$ cat src/rtl/qenc_pkg.sv
// Shared types and constants for the quadrature encoder emulator.
// Holds the FSM state type, the phase-to-channel table and direction codes.
package qenc_pkg;

  typedef enum logic {
    IDLE = 1'b0,
    RUN  = 1'b1
  } state_t;

  // Entry n gives {A,B} for position[1:0] == n; A leads B on increasing position.
  localparam logic [3:0][1:0] PHASE_AB = {2'b01, 2'b11, 2'b10, 2'b00};

  localparam logic DIR_FWD = 1'b0;
  localparam logic DIR_REV = 1'b1;

  function automatic logic [1:0] phase_ab(input logic [1:0] phase);
    return PHASE_AB[phase];
  endfunction

endpackage

$ cat src/rtl/qenc_if.sv
// Command and output bundle of the quadrature encoder emulator.
// The master drives move commands; the slave (the emulator) drives the encoder outputs.
interface qenc_if #(
  parameter int POS_W = 16,
  parameter int DIV_W = 16
);

  logic             cmd_valid;
  logic             cmd_ready;
  logic [POS_W-1:0] cmd_target;
  logic [DIV_W-1:0] cmd_period;
  logic             stop;
  logic             quad_a;
  logic             quad_b;
  logic             quad_z;
  logic [POS_W-1:0] position;
  logic             busy;
  logic             done;

  modport master (
    output cmd_valid, cmd_target, cmd_period, stop,
    input  cmd_ready, quad_a, quad_b, quad_z, position, busy, done
  );

  modport slave (
    input  cmd_valid, cmd_target, cmd_period, stop,
    output cmd_ready, quad_a, quad_b, quad_z, position, busy, done
  );

endinterface

$ cat src/rtl/qenc_tick.sv
// Step-rate generator: loadable down-counter that emits a one-cycle tick at zero
// and reloads itself, so ticks are spaced exactly one period apart.
module qenc_tick #(
  parameter int DIV_W = 16
) (
  input  logic             clock,
  input  logic             reset,
  input  logic             load,
  input  logic [DIV_W-1:0] period,
  input  logic             enable,
  output logic             tick
);

  logic [DIV_W-1:0] reload_reg;
  logic [DIV_W-1:0] cnt_reg;
  logic [DIV_W-1:0] load_value;
  logic             cnt_zero;

  // A period of 0 behaves like 1: the counter sits at 0 and ticks every cycle.
  assign load_value = (period == '0) ? '0 : period - DIV_W'(1);
  assign cnt_zero   = (cnt_reg == '0);
  assign tick       = enable && cnt_zero;

  always_ff @(posedge clock or posedge reset) begin
    if (reset) begin
      reload_reg <= '0;
      cnt_reg    <= '0;
    end else if (load) begin
      reload_reg <= load_value;
      cnt_reg    <= load_value;
    end else if (enable) begin
      cnt_reg <= cnt_zero ? reload_reg : cnt_reg - DIV_W'(1);
    end
  end

endmodule

$ cat src/rtl/qenc_gen.sv
// Quadrature encoder emulator: walks an emulated shaft towards a commanded target,
// one quadrature edge per step period, along the shortest signed path.
module qenc_gen
  import qenc_pkg::*;
#(
  parameter int POS_W = 16,
  parameter int DIV_W = 16,
  parameter int CPR   = 400
) (
  input  logic  clock,
  input  logic  reset,
  qenc_if.slave bus
);

  localparam int                IDX_W    = (CPR > 2) ? $clog2(CPR) : 1;
  localparam logic [IDX_W-1:0]  IDX_LAST = IDX_W'(CPR - 1);

  state_t                  state_reg;
  state_t                  state_next;
  logic [POS_W-1:0]        position_reg;
  logic [POS_W-1:0]        position_next;
  logic [POS_W-1:0]        target_reg;
  logic signed [POS_W-1:0] diff;
  logic [IDX_W-1:0]        idx_reg;
  logic [IDX_W-1:0]        idx_next;
  logic                    quad_a_reg;
  logic                    quad_b_reg;
  logic                    quad_z_reg;
  logic                    done_reg;
  logic                    done_next;
  logic                    cmd_ready_comb;
  logic                    busy_comb;
  logic                    accept;
  logic                    at_target;
  logic                    dir;
  logic                    tick;
  logic                    step;
  logic                    run_en;
  logic [1:0]              ab_next;

  assign accept    = (state_reg == IDLE) && bus.cmd_valid;
  assign at_target = (position_reg == target_reg);
  assign run_en    = (state_reg == RUN);
  assign diff      = target_reg - position_reg;
  assign dir       = (diff < 0) ? DIR_REV : DIR_FWD;
  // Arrival is checked before stepping, so a tick that lands on the target cycle is dropped.
  assign step      = run_en && !bus.stop && !at_target && tick;

  qenc_tick #(
    .DIV_W(DIV_W)
  ) u_tick (
    .clock (clock),
    .reset (reset),
    .load  (accept),
    .period(bus.cmd_period),
    .enable(run_en),
    .tick  (tick)
  );

  always_ff @(posedge clock or posedge reset) begin
    if (reset) begin
      state_reg <= IDLE;
    end else begin
      state_reg <= state_next;
    end
  end

  always_comb begin
    state_next = state_reg;
    done_next  = 1'b0;
    case (state_reg)
      IDLE: begin
        if (accept) begin
          if (bus.cmd_target == position_reg) begin
            done_next = 1'b1;
          end else begin
            state_next = RUN;
          end
        end
      end
      RUN: begin
        if (bus.stop) begin
          state_next = IDLE;
        end else if (at_target) begin
          state_next = IDLE;
          done_next  = 1'b1;
        end
      end
      default: state_next = IDLE;
    endcase
  end

  always_comb begin
    cmd_ready_comb = 1'b0;
    busy_comb      = 1'b0;
    case (state_reg)
      IDLE:    cmd_ready_comb = 1'b1;
      RUN:     busy_comb      = 1'b1;
      default: cmd_ready_comb = 1'b0;
    endcase
  end

  // Index counter wraps on CPR independently of the position width.
  always_comb begin
    position_next = position_reg;
    idx_next      = idx_reg;
    if (dir == DIR_FWD) begin
      position_next = position_reg + POS_W'(1);
      idx_next      = (idx_reg == IDX_LAST) ? '0 : idx_reg + IDX_W'(1);
    end else begin
      position_next = position_reg - POS_W'(1);
      idx_next      = (idx_reg == '0) ? IDX_LAST : idx_reg - IDX_W'(1);
    end
  end

  assign ab_next = phase_ab(position_next[1:0]);

  always_ff @(posedge clock or posedge reset) begin
    if (reset) begin
      position_reg <= '0;
      target_reg   <= '0;
      idx_reg      <= '0;
      quad_a_reg   <= 1'b0;
      quad_b_reg   <= 1'b0;
      quad_z_reg   <= 1'b1;
      done_reg     <= 1'b0;
    end else begin
      done_reg <= done_next;
      if (accept) begin
        target_reg <= bus.cmd_target;
      end
      if (step) begin
        position_reg <= position_next;
        idx_reg      <= idx_next;
        quad_a_reg   <= ab_next[1];
        quad_b_reg   <= ab_next[0];
        quad_z_reg   <= (idx_next == '0);
      end
    end
  end

  assign bus.cmd_ready = cmd_ready_comb;
  assign bus.busy      = busy_comb;
  assign bus.quad_a    = quad_a_reg;
  assign bus.quad_b    = quad_b_reg;
  assign bus.quad_z    = quad_z_reg;
  assign bus.position  = position_reg;
  assign bus.done      = done_reg;

endmodule
$ cat src/flat_wrapper.sv
// flat-port wrapper written by rule: the top's interface ports become plain ports
module qenc_gen_flat import qenc_pkg::*;
#(
  parameter int POS_W = 16,
  parameter int DIV_W = 16,
  parameter int CPR   = 400
)
  (clock, reset, bus_cmd_valid, bus_cmd_target, bus_cmd_period, bus_stop, bus_cmd_ready, bus_quad_a, bus_quad_b, bus_quad_z, bus_position, bus_busy, bus_done);
  qenc_if #(.POS_W(POS_W), .DIV_W(DIV_W)) bus_i ();
  input  logic clock;
  input  logic reset;
  input wire logic [$bits(bus_i.cmd_valid)-1:0] bus_cmd_valid;
  input wire logic [$bits(bus_i.cmd_target)-1:0] bus_cmd_target;
  input wire logic [$bits(bus_i.cmd_period)-1:0] bus_cmd_period;
  input wire logic [$bits(bus_i.stop)-1:0] bus_stop;
  output wire logic [$bits(bus_i.cmd_ready)-1:0] bus_cmd_ready;
  output wire logic [$bits(bus_i.quad_a)-1:0] bus_quad_a;
  output wire logic [$bits(bus_i.quad_b)-1:0] bus_quad_b;
  output wire logic [$bits(bus_i.quad_z)-1:0] bus_quad_z;
  output wire logic [$bits(bus_i.position)-1:0] bus_position;
  output wire logic [$bits(bus_i.busy)-1:0] bus_busy;
  output wire logic [$bits(bus_i.done)-1:0] bus_done;
  assign bus_i.cmd_valid = bus_cmd_valid;
  assign bus_i.cmd_target = bus_cmd_target;
  assign bus_i.cmd_period = bus_cmd_period;
  assign bus_i.stop = bus_stop;
  assign bus_cmd_ready = bus_i.cmd_ready;
  assign bus_quad_a = bus_i.quad_a;
  assign bus_quad_b = bus_i.quad_b;
  assign bus_quad_z = bus_i.quad_z;
  assign bus_position = bus_i.position;
  assign bus_busy = bus_i.busy;
  assign bus_done = bus_i.done;
  qenc_gen #(.POS_W(POS_W), .DIV_W(DIV_W), .CPR(CPR)) u_core (.clock(clock), .reset(reset), .bus(bus_i));
endmodule
$ cat config.mk
export PLATFORM = sky130hd
export DESIGN_NAME = qenc_gen_flat
export DESIGN_NICKNAME = d
export VERILOG_FILES = /design/src/rtl/qenc_pkg.sv /design/src/rtl/qenc_if.sv /design/src/rtl/qenc_tick.sv /design/src/rtl/qenc_gen.sv /design/src/flat_wrapper.sv
export SDC_FILE = /design/constraint.sdc
export NUM_CORES = 1
export LEC_CHECK = 0
export BUFFER_PORTS_ARGS = -buffer_cell sky130_fd_sc_hd__buf_2
export CAP_MARGIN = 20
export CORE_ASPECT_RATIO = 1.25
export CORE_MARGIN = 4
export CORE_UTILIZATION = 60
export DETAILED_ROUTE_END_ITERATION = 8
export GPL_TIMING_DRIVEN = 0
export PLACE_DENSITY = 0.81
export SKIP_CTS_REPAIR_TIMING = 1
export SYNTH_ARGS = -nofsm -noshare
export SYNTH_HDL_FRONTEND = slang
export SYNTH_HIERARCHICAL = 1
export SYNTH_SLANG_ARGS = --single-unit
$ cat constraint.sdc
create_clock -name clock -period 9.5 [get_ports clock]
set_input_delay 1.425 -clock clock [delete_from_list [all_inputs] [get_ports clock]]
set_output_delay 1.425 -clock clock [all_outputs]
set_load 0.02 [all_outputs]
# ---- Yosys cells after proc, flatten, opt, wreduce, memory -nomap -nowiden
# Cells that the tools add are included.
dict set report word_totals {
  in_bits 36
  register_bits 78
  output_inout_bits 22
}
dict set report op_classes {
  n_lt_le_gt_ge 2
  bitwise 1
  muxes 23
  n_eq_ne 3
  addsub 7
  reduce_logical 12
}
# operator n
set op_table {}
lappend op_table {{$mux W16} 5}
lappend op_table {{$sub A16 B1 Y16 const B} 3}
lappend op_table {{$eq A16 B16 Y1} 2}
lappend op_table {{$logic_not A16 Y1} 2}
lappend op_table {{$mux W9} 3}
lappend op_table {{$logic_not A9 Y1} 2}
lappend op_table {{$add A16 B1 Y16 const B} 1}
lappend op_table {{$lt A16 B1 Y1 const B} 1}
lappend op_table {{$sub A16 B16 Y16} 1}
lappend op_table {{$mux W1} 11}
lappend op_table {{$add A9 B1 Y9 const B} 1}
lappend op_table {{$eq A9 B9 Y1 const B} 1}
lappend op_table {{$sub A9 B1 Y9 const B} 1}
lappend op_table {{$logic_and A1 B1 Y1} 5}
lappend op_table {{$bmux W2 S2} 1}
lappend op_table {{$pmux W1 S2} 2}
lappend op_table {{$lt A2 B3 Y1 const B} 1}
lappend op_table {{$logic_not A1 Y1} 2}
lappend op_table {{$mux W2} 1}
lappend op_table {{$reduce_bool A2 Y1} 1}
lappend op_table {{$not A1 Y1} 1}

# ---- Depth between registers and ports, before layout
# Gate-level depths: netlist of run 1.
dict set report depth {
  depth_word 6
  depth_mapped 16
}

# ---- Modules after synthesis
# Netlist of run 1, hierarchy kept.
# module cells_per_inst area_each_um2 seq_area_each_um2 n_inst
set by_module_without_submodules {}
lappend by_module_without_submodules {qenc_gen 378 3403.3 1127.3 1}
lappend by_module_without_submodules {qenc_tick 247 2142.1 800.8 1}

# ---- Worst setup path before layout of run 1
# OpenSTA, ideal clock, no wires.
dict set report synth_path {
  path_kind {register -> register}
  startpoint {reg u_core.position_reg[4], in the netlist u_core/bus.position[4]}
  endpoint {reg u_core.position_reg[15], in the netlist u_core/bus.position[15]}
  n_path_buf 0
  stages_incl_launch_ff 17
  slack_ns 5.524
  required_ns 9.366
  arrival_ns 3.841
  path_cell_list {dfrtp_1 > inv_1 > ha_1 > a211oi_2 > nor2_1 > o311ai_0 > o211ai_2 > inv_2 > ha_1 > a2111o_1 > a311o_1 > a31oi_1 > o311ai_0 > a21oi_1 > xnor2_1 > nor2_1 > xor2_1}
}
dict set report synth_between {
  elab_chain_len 4
  word_cells_on_any_way 10
  cone_classes {add/sub: 3; order compare: 1; eq/ne: 1; mux: 2; reduce/logical: 3}
}
# element line
set synth_lines {}
lappend synth_lines {{start: declaration} qenc_gen.sv:20} ;# logic [POS_W-1:0] position_reg;
lappend synth_lines {{start signal: assignment} qenc_gen.sv:133} ;# position_reg <= position_next;
lappend synth_lines {{$sub A16 B16 Y16 / $eq A16 B16 Y1 (equally long branches)} {qenc_gen.sv:44, qenc_gen.sv:42}}
lappend synth_lines {{$lt A16 B1 Y1 / $logic_not A1 Y1 (equally long branches)} {qenc_gen.sv:45, qenc_gen.sv:47}}
lappend synth_lines {{$mux W1 / $logic_and A1 B1 Y1 (equally long branches)} {qenc_gen.sv:45, qenc_gen.sv:47}}
lappend synth_lines {{$mux W16 / $logic_and A1 B1 Y1 (equally long branches)} {qenc_gen.sv:107, qenc_gen.sv:47}}
# Parallel ways exist; a longest one is shown, timed or not.
# A chain may end at the register's enable or synchronous reset.

# ---- Worst setup path in the final report of run 1
# Same ends and word-level chain as after synthesis.

==> reports/qor_table.md, run 1 <==
| Quantity | Value |
| --- | --- |
| Run status | completed |
| Combinational share of power | 39.9% |
| Min-Delay Endpoint | u_core/u_tick/reload_reg[3] |
| H-tree depth | 3 |
| Most common cell in the netlist | sky130_fd_sc_hd__dfrtp_1 |
| WP data required | 9740 ps |
| Net switching power | 0.431 mW |
| Iteration-0 DRC count of the detailed router | 307 |
| Wire length of the first global-routing pass | 24600 um |
| Cell taking the most area after synthesis | sky130_fd_sc_hd__dfrtp_1 |
| Mean instance size in the synthesized netlist | 8.87 sq um |
| Layout Utilization | 70.2% |
| Minimum setup slack after placement | 4910 ps |
| Primary FF master, synth | sky130_fd_sc_hd__dfrtp_1 |
| Initial antenna violation count | 0 |
| Overall power after layout | 1.10 mW |
| Area of the die | 0.0109 sq mm |
| Worst Setup End Kind | flip-flop |
| Top area cells in the synthesized netlist | sky130_fd_sc_hd__dfrtp_1 34%, sky130_fd_sc_hd__ha_1 7.9%, sky130_fd_sc_hd__xor2_1 5.2%, sky130_fd_sc_hd__nand2_1 4.9%, sky130_fd_sc_hd__o21ai_0 4.2% |
| Overall die height | 115 um |
| Synth async-reset ratio | 100% |
| Total routing usage reported by global routing | 29.0% |
| Post-route setup slack | 4870 ps |
| Largest stage delay on the critical path | 480 ps |
| Worst supply voltage drop on vdd | 0.000137 V |
| Worst Hold Margin | 491 ps |
| Number of I/O pins | 58 |
| Final Non-Filler Cells | 820 |
| Slew Limit Headroom | 56.8% |
| Cell chain of the critical path | inv_1, ha_1, a211oi_2, nor2_1, o311ai_0, o211ai_2, inv_2, ha_1, a2111o_1, a311o_1, a31oi_1, o311ai_0, a21oi_1, xnor2_1, nor2_1, xor2_1 |
| Total placed cells including tap cells | 804 |
| Area of the multi-input gates | 0.00336 sq mm |
| PD cells | 177 mW/mm^2 |
| Critical path class | reg -> reg |
| Max frequency | 216 MHz |
| Fill count | 713 |
| Final design instance area without fill | 0.00620 sq mm |
| Total detailed-routing wirelength | 14800 um |
| DIE WIDTH | 94.0 um |
| Setup violation total in the final timing report | 0 |
| Detailed Routing Iterations Pass 1 | 6 |
| Logic depth of the worst register-to-register path | 16 |
| Critical path peak fanout | 23 |
| Cell area after placement | 0.00603 sq mm |
| Part of the cycle the worst path needs | 48.7% |
| CP max stage cell | sky130_fd_sc_hd__inv_2 |
| Clk network pwr share | 20.7% |
| Clock root cell | sky130_fd_sc_hd__clkbuf_8 |
| Unrepaired setup endpoints after global routing | false |
| Number of nets in the finished design | 767 |
| Drc violations | 0 |
| Cell types with the highest counts after synthesis | 76 x sky130_fd_sc_hd__dfrtp_1, 72 x sky130_fd_sc_hd__nand2_1, 48 x sky130_fd_sc_hd__nor2_1 |
| Hold Path Class | reg -> reg |
| Largest buffer count on any clock path | 2 |
| Worst-case clock skew | 10.4 ps |
| Yosys warns | 6 |
| Clock input transition at the sequential cells of the worst setup and hold paths | 80 ps |
| Clock tree from TritonCTS | done |
| Endpoint of the lowest-slack register-to-register path | u_core/bus.position[15] |
| Number of failing hold endpoints at the final stage | 0 |
| Area taken by flip-flops and latches | 0.00193 sq mm |
| Register area share after synthesis | 34.8% |
| Actual slew at the worst max-slew pin | 643 ps |
| Count of buffers from port buffering | 57 |
| Data arrival time of the critical path | 4870 ps |
| Synthesis-to-layout area growth | 11.9% |
| Clock network latency to the later pin of the worst-skew pair | 370 ps |
| CTS buffer count | 9 |
| Sw Share | 39.2% |
| Number of antenna-violating nets in the routed design | 0 |
| Global route overflow | 0 |
| Average detailed-routed wire length per instance | 18.0 um |
| Clock net sink count | 77 |
| Number of nets produced by synthesis | 697 |
| Routability Congestion | 0.930 |
| Worst reg2reg startpoint | u_core/bus.position[4] |
| Post-synth top area share | 34.3% |
| Sequential cell fraction of total power | 39.4% |
| Share of final-layout standard cells stronger than drive strength 1 | 19.1% |
| Antenna diode count | 0 |
| Netlist area before placement | 0.00555 sq mm |
| Row cnt | 38 |
| Cell Int Power | 0.669 mW |
| LEAKAGE | 2.83 nW |
| Number of enable flip-flop cells after synthesis | 0 |
| Worst setup SP type | flip-flop |
| Min-Delay Path Depth | 1 |
| Mapped Cells | 625 |
| Pin count of the biggest net entering global routing | 44 |
| Worst path bufs/invs | 2 |
| Final HPWL DP | 11500 um |
| Flop and latch count out of synthesis | 77 |
| Vias/cell | 6.12 |
| Final TNS setup | 0 ps |
| Top cell family by delay on the critical path | compound AO/OA/AOI/OAI gates |
| Post-synthesis cell type count | 82 |
| Register-to-Register Setup Slack | 4870 ps |
| Area of the core | 0.00884 sq mm |
| Pins Over Slew Limit | 0 |
| Worst hold path startpoint | u_core/u_tick/reload_reg[3] |
| Vias in the first global route | 5144 |
| Detailed-route via count | 5019 |
| # Max-Cap Violations | 0 |
| Initial standard-cell utilization of the core | 62.7% |
| Clock period minus worst slack | 4630 ps |
-- final cells by class --
type                    instances  share of cell area [%]
flip-flops and latches         77                    31.1
inverters                      40                    2.42
repair buffers                 59                    5.36
plain buffers                  22                    1.65
clock buffers                  10                    2.22
clock inverters                 6                   0.625
well taps                     120                    2.42
multi-input cells             486                    54.2
-- worst max-delay path by stage --
stage                                start                 endpoint  slack [ps]  depth (start not counted)
floorplan           u_core/bus.position[4]  u_core/bus.position[15]        5520                         16
global placement    u_core/bus.position[4]  u_core/bus.position[15]        4980                         16
detailed placement  u_core/bus.position[4]  u_core/bus.position[15]        4910                         16
CTS                 u_core/bus.position[4]  u_core/bus.position[15]        4850                         16
global route        u_core/bus.position[4]  u_core/bus.position[15]        4530                         16
finish              u_core/bus.position[4]  u_core/bus.position[15]        4870                         16
-- cell usage in the layout, fill, tap and decap left out, types with 4 or more instances in the layout --
cell / count
sky130_fd_sc_hd__dfrtp_1: 76
sky130_fd_sc_hd__nand2_1: 72
sky130_fd_sc_hd__buf_2: 61
sky130_fd_sc_hd__nor2_1: 48
sky130_fd_sc_hd__o21ai_0: 46
sky130_fd_sc_hd__a21oi_1: 41
sky130_fd_sc_hd__inv_1: 37
sky130_fd_sc_hd__ha_1: 35
sky130_fd_sc_hd__xor2_1: 33
sky130_fd_sc_hd__mux2_2: 19
sky130_fd_sc_hd__xnor2_1: 18
sky130_fd_sc_hd__nor3_1: 17
sky130_fd_sc_hd__nand3_1: 15
sky130_fd_sc_hd__clkbuf_1: 14
sky130_fd_sc_hd__clkbuf_8: 10
sky130_fd_sc_hd__nand4_1: 9
sky130_fd_sc_hd__nor4_1: 8
sky130_fd_sc_hd__a21o_1: 7
sky130_fd_sc_hd__and3_1: 6
sky130_fd_sc_hd__and2_1: 6
sky130_fd_sc_hd__a31oi_1: 6
sky130_fd_sc_hd__or3_1: 5
sky130_fd_sc_hd__o21a_1: 5
sky130_fd_sc_hd__nor2b_1: 4
sky130_fd_sc_hd__o31a_1: 4
sky130_fd_sc_hd__nor4_2: 4
-- power groups by stage --
| stage | combinational (mW) | sequential [mW] | clock, mW |
|---|---|---|---|
| after global routing | 0.490 | 0.441 | 0.248 |
| after detailed placement | 0.433 | 0.439 | 0 |
| after global placement | 0.412 | 0.435 | 0 |
| after CTS | 0.434 | 0.432 | 0.233 |
| final | 0.438 | 0.434 | 0.228 |
| after floorplan | 0.334 | 0.426 | 0 |
-- routing by layer --
metal	wire length, um	GRT usage (%)	vias to the layer above
li1	-	-	2383
met1	5830	33.5	2438
met2	7810	52.6	166
met3	741	5.19	32
met4	392	12.3	0
met5	0	0	-
-- kinds of logic (layout without fill, tap and decap cells) --
logic type                 count (synthesis)  in the layout  synth area share, %
adders and majority gates                 36             36                 8.26
muxes                                     22             22                 4.92
buffers and inverters                     62            137                 4.56
xor gates and xnor gates                  51             51                 8.06
DFF                                       77             77                 34.8
AOI/OAI and AO/OA                        159            159                 19.0
and+or+nand+nor                          218            218                 20.4
Power figures use the tool's default switching activity.
==> run 2, diff against run 1 <==
Settings changed: CORE_UTILIZATION 60 to 54, PLACE_DENSITY 0.81 to 0.77.
Clock period 9.5 ns to 4.2 ns, I/O delays scaled along.
==> run 2 against run 1 <==
Net effect:
- first-iteration DRC count increased by 13%
- sequential power increased by 130%
- wire length increased by 0.55%
- cell area increased by 3.9%
- hold slack got worse by 310 ps
- via count increased by 0.90%
- setup slack got worse by 4700 ps
- clock skew decreased by 3.5 ps
- critical path depth unchanged
- sequential share of layout area decreased by 1.1 points
- die area increased by 10%
- combinational power increased by 140%
==> reports/qor_table.md, run 2 (synthesized netlist as in run 1, its figures left out) <==
| Quantity | Value | Delta |
| --- | --- | --- |
| Run status | completed | unchanged |
| CP max stage cell | sky130_fd_sc_hd__dfrtp_2 | was sky130_fd_sc_hd__inv_2 |
| Vias/cell | 6.08 | was 6.12 |
| Overall die height | 121 um | was 115 um |
| Commonest non-fill, non-tap cells in the layout | 72 x sky130_fd_sc_hd__nand2_1, 71 x sky130_fd_sc_hd__dfrtp_1, 61 x sky130_fd_sc_hd__buf_2, 48 x sky130_fd_sc_hd__nor2_1, 46 x sky130_fd_sc_hd__o21ai_0 | was 76 x sky130_fd_sc_hd__dfrtp_1, 72 x sky130_fd_sc_hd__nand2_1, 61 x sky130_fd_sc_hd__buf_2, 48 x sky130_fd_sc_hd__nor2_1, 46 x sky130_fd_sc_hd__o21ai_0 |
| Worst supply voltage drop on vdd | 0.000231 V | was 0.000137 V |
| H-tree depth | 3 | unchanged |
| Clock input transition at the sequential cells of the worst setup and hold paths | 60 ps | was 80 ps |
| Detailed-route via count | 5064 | was 5019 |
| Setup violation total in the final timing report | 0 | unchanged |
| Clock root cell | sky130_fd_sc_hd__clkbuf_16 | was sky130_fd_sc_hd__clkbuf_8 |
| Total detailed-routing wirelength | 14900 um | was 14800 um |
| Max frequency | 250 MHz | was 216 MHz |
| Cell chain of the critical path | inv_1, ha_1, a21oi_1, o21ai_0, a211o_1, o211ai_2, bufinv_8, ha_1, a2111o_1, a311o_1, a31oi_4, o311ai_0, a21oi_1, xnor2_1, nor2_1, xor2_1 | was inv_1, ha_1, a211oi_2, nor2_1, o311ai_0, o211ai_2, inv_2, ha_1, a2111o_1, a311o_1, a31oi_1, o311ai_0, a21oi_1, xnor2_1, nor2_1, xor2_1 |
| Number of failing hold endpoints at the final stage | 0 | unchanged |
| LEAKAGE | 2.94 nW | was 2.83 nW |
| PD cells | 448 mW/mm^2 | was 177 mW/mm^2 |
| Final HPWL DP | 11100 um | was 11500 um |
| Worst-case clock skew | 6.95 ps | was 10.4 ps |
| Drc violations | 0 | unchanged |
| Number of antenna-violating nets in the routed design | 0 | unchanged |
| Row cnt | 41 | was 38 |
| Fill count | 860 | was 713 |
| Pin count of the biggest net entering global routing | 42 | was 44 |
| Sw Share | 34.6% | was 39.2% |
| Antenna diode count | 0 | unchanged |
| Final TNS setup | 0 ps | unchanged |
| Area of the die | 0.0120 sq mm | was 0.0109 sq mm |
| Detailed Routing Iterations Pass 1 | 5 | was 6 |
| Pins Over Slew Limit | 0 | unchanged |
| Sequential cell fraction of total power | 34.0% | was 39.4% |
| Total routing usage reported by global routing | 24.9% | was 29.0% |
| Slew Limit Headroom | 55.8% | was 56.8% |
| CTS buffer count | 9 | unchanged |
| Clock tree from TritonCTS | done | unchanged |
| Initial standard-cell utilization of the core | 55.2% | was 62.7% |
| Vias in the first global route | 4951 | was 5144 |
| # Max-Cap Violations | 0 | unchanged |
| Worst setup SP type | flip-flop | unchanged |
| Clk network pwr share | 30.1% | was 20.7% |
| Clock network latency to the later pin of the worst-skew pair | 340 ps | was 370 ps |
| Hold Path Class | in -> async | was reg -> reg |
| Actual slew at the worst max-slew pin | 658 ps | was 643 ps |
| Part of the cycle the worst path needs | 95.4% | was 48.7% |
| Area of the core | 0.0101 sq mm | was 0.00884 sq mm |
| WP data required | 4410 ps | was 9740 ps |
| Iteration-0 DRC count of the detailed router | 346 | was 307 |
| Critical path class | reg -> reg | unchanged |
| Routability Congestion | 0.941 | was 0.930 |
| Total placed cells including tap cells | 813 | was 804 |
| Number of I/O pins | 58 | unchanged |
| Area of the multi-input gates | 0.00338 sq mm | was 0.00336 sq mm |
| Critical path peak fanout | 12 | was 23 |
| Average detailed-routed wire length per instance | 17.8 um | was 18.0 um |
| Clock net sink count | 77 | unchanged |
| Count of buffers from port buffering | 57 | unchanged |
| Initial antenna violation count | 0 | unchanged |
| Largest stage delay on the critical path | 430 ps | was 480 ps |
| Most common cell after layout, fill and taps aside | sky130_fd_sc_hd__nand2_1 | was sky130_fd_sc_hd__dfrtp_1 |
| Global route overflow | 0 | unchanged |
| Area taken by flip-flops and latches | 0.00193 sq mm | about the same |
| Synthesis-to-layout area growth | 16.2% | was 11.9% |
| Largest buffer count on any clock path | 2 | unchanged |
| DIE WIDTH | 98.6 um | was 94.0 um |
| Share of final-layout standard cells stronger than drive strength 1 | 20.5% | was 19.1% |
| Net switching power | 0.999 mW | was 0.431 mW |
| Clock period minus worst slack | 4010 ps | was 4630 ps |
| Combinational share of power | 35.9% | was 39.9% |
| Worst Setup End Kind | flip-flop | unchanged |
| Final Non-Filler Cells | 833 | was 820 |
| Wire length of the first global-routing pass | 23600 um | was 24600 um |
| Cell Int Power | 1.89 mW | was 0.669 mW |
| Data arrival time of the critical path | 4220 ps | was 4870 ps |
| Number of nets in the finished design | 772 | was 767 |
-- run 2: changes by cell type in the layout (fill, tap and decap cells not counted), moves of 2 or more --
cell	before	now
sky130_fd_sc_hd__clkbuf_8	10	0
sky130_fd_sc_hd__bufinv_16	0	3
sky130_fd_sc_hd__dfrtp_1	76	71
sky130_fd_sc_hd__clkbuf_16	0	9
sky130_fd_sc_hd__dfrtp_2	0	5
sky130_fd_sc_hd__clkinvlp_4	2	0
sky130_fd_sc_hd__buf_4	2	6
-- run 2: critical path: cells and delay by family (launching register included) --
| kind | cells | cell delay [ps] |
|---|---|---|
| AO/OA/AOI/OAI | 9 | 2170 |
| adder cells (fa/ha/maj) | 2 | 630 |
| flip-flops | 1 | 430 |
| buffers and inverters | 2 | 310 |
| XOR/XNOR | 2 | 290 |
| AND/OR/NAND/NOR | 1 | 60 |
-- run 2: final cells by class --
type                    count  area share, %
multi-input cells         486           52.5
flip-flops and latches     77           30.0
repair buffers             63           5.63
clock buffers              10           3.55
inverters                  40           2.54
well taps                 129           2.50
plain buffers              22           1.59
clock inverters             5           1.55
repair inverters            1         0.0777
-- run 2: final timing paths --
path / startpoint / endpoint / slack [ps] / depth (start not counted)
min in group clock: u_core/u_tick/reload_reg[15] / u_core/u_tick/reload_reg[15] / 500 / 1
worst min-delay path: reset / u_core/idx_reg[6] / 180 / 2
max in group asynchronous: reset / u_core/u_tick/cnt_reg[12] / 3280 / 3
worst min register to register: u_core/u_tick/reload_reg[15] / u_core/u_tick/reload_reg[15] / 500 / 1
worst max-delay path: u_core/bus.position[14] / u_core/bus.position[15] / 190 / 16
worst max register to register: u_core/bus.position[14] / u_core/bus.position[15] / 190 / 16
-- run 2: power by group through the flow --
stage / Sequential [mW] / Clock [mW] / Combinational, mW
floorplan: 0.963 / 0 / 0.755
global placement: 0.981 / 0 / 0.929
detailed placement: 0.988 / 0 / 0.973
CTS: 0.978 / 0.886 / 0.982
global route: 0.994 / 0.918 / 1.13
finish: 0.981 / 0.870 / 1.04
-- run 2: per-stage QoR --
| step | setup WS (ps) | hold slack, ps | power [mW] | util (%) | instance area (sq um) |
|---|---|---|---|---|---|
| finish | 192 | 180 | 2.89 | 64.1 | 6440 |
| CTS | -430 | 174 | 2.85 | 63.3 | 6370 |
| floorplan | 224 | 451 | 1.72 | - | 5550 |
| detailed placement | -407 | 481 | 1.96 | 60.1 | 6040 |
| global route | -4.71 | 177 | 3.05 | 64.1 | 6440 |
| global placement | -323 | 464 | 1.91 | 59.6 | 5990 |
-- run 2: per-layer routing --
layer | track usage [%] | part of all wire (%) | vias to the layer above
li1 | - | - | 2401
met1 | 27.7 | 37 | 2427
met2 | 45.2 | 54 | 200
met3 | 4.08 | 6.0 | 36
met4 | 12.9 | 2.8 | 0
met5 | 0 | 0 | -
==> run 3, diff against run 2 <==
Settings changed: RECOVER_POWER set to 25.
==> run 3 against run 2 <==
Net effect:
- the run now ends with capacitance limit, slew limit left
- global-route usage unchanged
- sequential share of layout area rose by 0.076 points
- critical path depth unchanged
- combinational power is essentially flat
- non-clock buffer count did not move
- die area is the same
- critical path type unchanged
- highest routed layer unchanged
==> reports/qor_table.md, run 3 (synthesized netlist as in run 1, its figures left out) <==
| Quantity | Value | Delta |
| --- | --- | --- |
| Run status | complete, but fails checks | was completed |
| Violated checks | capacitance limit, slew limit |  |
| Largest stage delay on the critical path | 430 ps | about the same |
| Slew Limit Headroom | -44.1% | was 55.8% |
| Row cnt | 41 | unchanged |
| CTS buffer count | 9 | unchanged |
| LEAKAGE | 2.93 nW | was 2.94 nW |
| Clock root cell | sky130_fd_sc_hd__clkbuf_16 | unchanged |
| Average detailed-routed wire length per instance | 17.8 um | about the same |
| Data arrival time of the critical path | 4230 ps | was 4220 ps |
| Clock tree from TritonCTS | done | unchanged |
| Iteration-0 DRC count of the detailed router | 297 | was 346 |
| Commonest non-fill, non-tap cells in the layout | 72 x sky130_fd_sc_hd__nand2_1, 71 x sky130_fd_sc_hd__dfrtp_1, 61 x sky130_fd_sc_hd__buf_2, 48 x sky130_fd_sc_hd__nor2_1, 46 x sky130_fd_sc_hd__o21ai_0 | unchanged |
| Total routing usage reported by global routing | 24.9% | unchanged |
| Setup violation total in the final timing report | 0 | unchanged |
| Number of failing hold endpoints at the final stage | 0 | unchanged |
| Final TNS setup | 0 ps | unchanged |
| Vias/cell | 6.09 | was 6.08 |
| Register-to-Register Setup Slack | 180 ps | was 190 ps |
| Detailed-route via count | 5073 | was 5064 |
| Critical path peak fanout | 12 | unchanged |
| # Max-Cap Violations | 1 | was 0 |
| Worst path bufs/invs | 2 | unchanged |
| Clock input transition at the sequential cells of the worst setup and hold paths | 60 ps | about the same |
| Overall power after layout | 2.88 mW | was 2.89 mW |
| Synthesis-to-layout area growth | 15.9% | was 16.2% |
| Area of the core | 0.0101 sq mm | unchanged |
| Vias in the first global route | 4951 | unchanged |
| Detailed Routing Iterations Pass 1 | 5 | unchanged |
| Part of the cycle the worst path needs | 95.7% | was 95.4% |
| CP max stage cell | sky130_fd_sc_hd__dfrtp_2 | unchanged |
| Top cell family by delay on the critical path | compound AO/OA/AOI/OAI gates | unchanged |
| Capturing instance or port of the critical path | u_core/bus.position[15] | unchanged |
| Clock net sink count | 77 | unchanged |
| Clock network latency to the later pin of the worst-skew pair | 330 ps | was 340 ps |
| Number of nets in the finished design | 772 | unchanged |
| Pin count of the biggest net entering global routing | 42 | unchanged |
| Worst setup SP type | flip-flop | unchanged |
| Share of final-layout standard cells stronger than drive strength 1 | 20.2% | was 20.5% |
| Max frequency | 249 MHz | was 250 MHz |
| Most common cell after layout, fill and taps aside | sky130_fd_sc_hd__nand2_1 | unchanged |
| Worst Setup End Kind | flip-flop | unchanged |
| Worst supply voltage drop on vdd | 0.000231 V | about the same |
| Initial standard-cell utilization of the core | 55.2% | unchanged |
| Final HPWL DP | 11100 um | unchanged |
| Number of I/O pins | 58 | unchanged |
| Antenna diode count | 0 | unchanged |
| Hold Path Class | in -> async | unchanged |
| WP data required | 4410 ps | about the same |
| Worst-case clock skew | 6.06 ps | was 6.95 ps |
| Drc violations | 0 | unchanged |
| Routability Congestion | 0.941 | unchanged |
| Pins Over Slew Limit | 42 | was 0 |
| Logic depth of the worst register-to-register path | 16 | unchanged |
| Layout Utilization | 63.9% | was 64.1% |
| Worst setup path startpoint | u_core/bus.position[14] | unchanged |
| Total detailed-routing wirelength | 14800 um | was 14900 um |
| Actual slew at the worst max-slew pin | 2160 ps | was 658 ps |
| Overall die height | 121 um | unchanged |
| Initial antenna violation count | 0 | unchanged |
| Critical path class | reg -> reg | unchanged |
| Clock period minus worst slack | 4020 ps | was 4010 ps |
| Number of antenna-violating nets in the routed design | 0 | unchanged |
| Crit. path cell count | 16 | unchanged |
| Largest buffer count on any clock path | 2 | unchanged |
| Worst reg2reg startpoint | u_core/bus.position[14] | unchanged |
| Endpoint of the lowest-slack register-to-register path | u_core/bus.position[15] | unchanged |
| Count of buffers from port buffering | 57 | unchanged |
| Cell chain of the critical path | inv_1, ha_1, a21oi_1, o21ai_0, a211o_1, o211ai_2, bufinv_8, ha_1, a2111o_1, a311o_1, a31oi_4, o311ai_0, a21oi_1, xnor2_1, nor2_1, xor2_1 | unchanged |
| DIE WIDTH | 98.6 um | unchanged |
| Wire length of the first global-routing pass | 23600 um | unchanged |
| H-tree depth | 3 | unchanged |
| Area of the die | 0.0120 sq mm | unchanged |
| Global route overflow | 0 | unchanged |
| PD cells | 448 mW/mm^2 | about the same |
## run 3: metrics by stage
step                      setup WS, ps  hold WS [ps]  cells  cell area [sq um]
after floorplan                    224           451    625               5550
after global placement            -323           464    811               5990
after detailed placement          -407           481    813               6040
after CTS                         -430           174    828               6370
after global routing             -4.71           204    833               6430
final                              182           201    833               6430
## run 3: power breakdown
group          switching [mW]  leakage, nW  internal (mW)
combinational           0.583         1.82          0.451
sequential              0.119        0.945          0.862
clock                   0.293        0.162          0.575
total                   0.996         2.93           1.89
## run 3: final cells by class
cell class / instances / area [sq um]
buffer: 22 / 103
timing repair inverter: 1 / 5.00
clock buffer: 10 / 229
fill: 863 / 3630
tap: 129 / 161
timing repair buffer: 63 / 347
clock inverter: 5 / 100
multi-input combinational: 486 / 3380
sequential: 77 / 1930
inverter: 40 / 164
## run 3: worst min-delay path by stage
| stage | from | end | cells after the start |
|---|---|---|---|
| 5_1_grt | reset | u_core/idx_reg[4] | 2 |
| 2_1_floorplan | u_core/u_tick/reload_reg[12] | u_core/u_tick/reload_reg[12] | 1 |
| 3_3_place_gp | u_core/u_tick/reload_reg[12] | u_core/u_tick/reload_reg[12] | 1 |
| 3_5_place_dp | u_core/u_tick/reload_reg[1] | u_core/u_tick/reload_reg[1] | 1 |
| 4_1_cts | reset | u_core/idx_reg[7] | 2 |
| 6_report | reset | u_core/idx_reg[6] | 2 |
## run 3: routing by layer
metal	global-route usage [%]	vias up	wire, um
met1	27.7	2432	5460
met3	4.08	39	983
met4	12.9	0	450
li1	-	2404	-
met2	45.2	198	7910
met5	0	-	0
## run 3: worst reg2reg max path, cell delays in order, from the launching register on
cell and delay [ps]:
sky130_fd_sc_hd__dfrtp_2 430, sky130_fd_sc_hd__inv_1 60, sky130_fd_sc_hd__ha_1 320, sky130_fd_sc_hd__a21oi_1 160, sky130_fd_sc_hd__o21ai_0 130, sky130_fd_sc_hd__a211o_1 290, sky130_fd_sc_hd__o211ai_2 190, sky130_fd_sc_hd__bufinv_8 250
sky130_fd_sc_hd__ha_1 320, sky130_fd_sc_hd__a2111o_1 420, sky130_fd_sc_hd__a311o_1 350, sky130_fd_sc_hd__a31oi_4 210, sky130_fd_sc_hd__o311ai_0 190, sky130_fd_sc_hd__a21oi_1 210, sky130_fd_sc_hd__xnor2_1 140, sky130_fd_sc_hd__nor2_1 60
sky130_fd_sc_hd__xor2_1 150
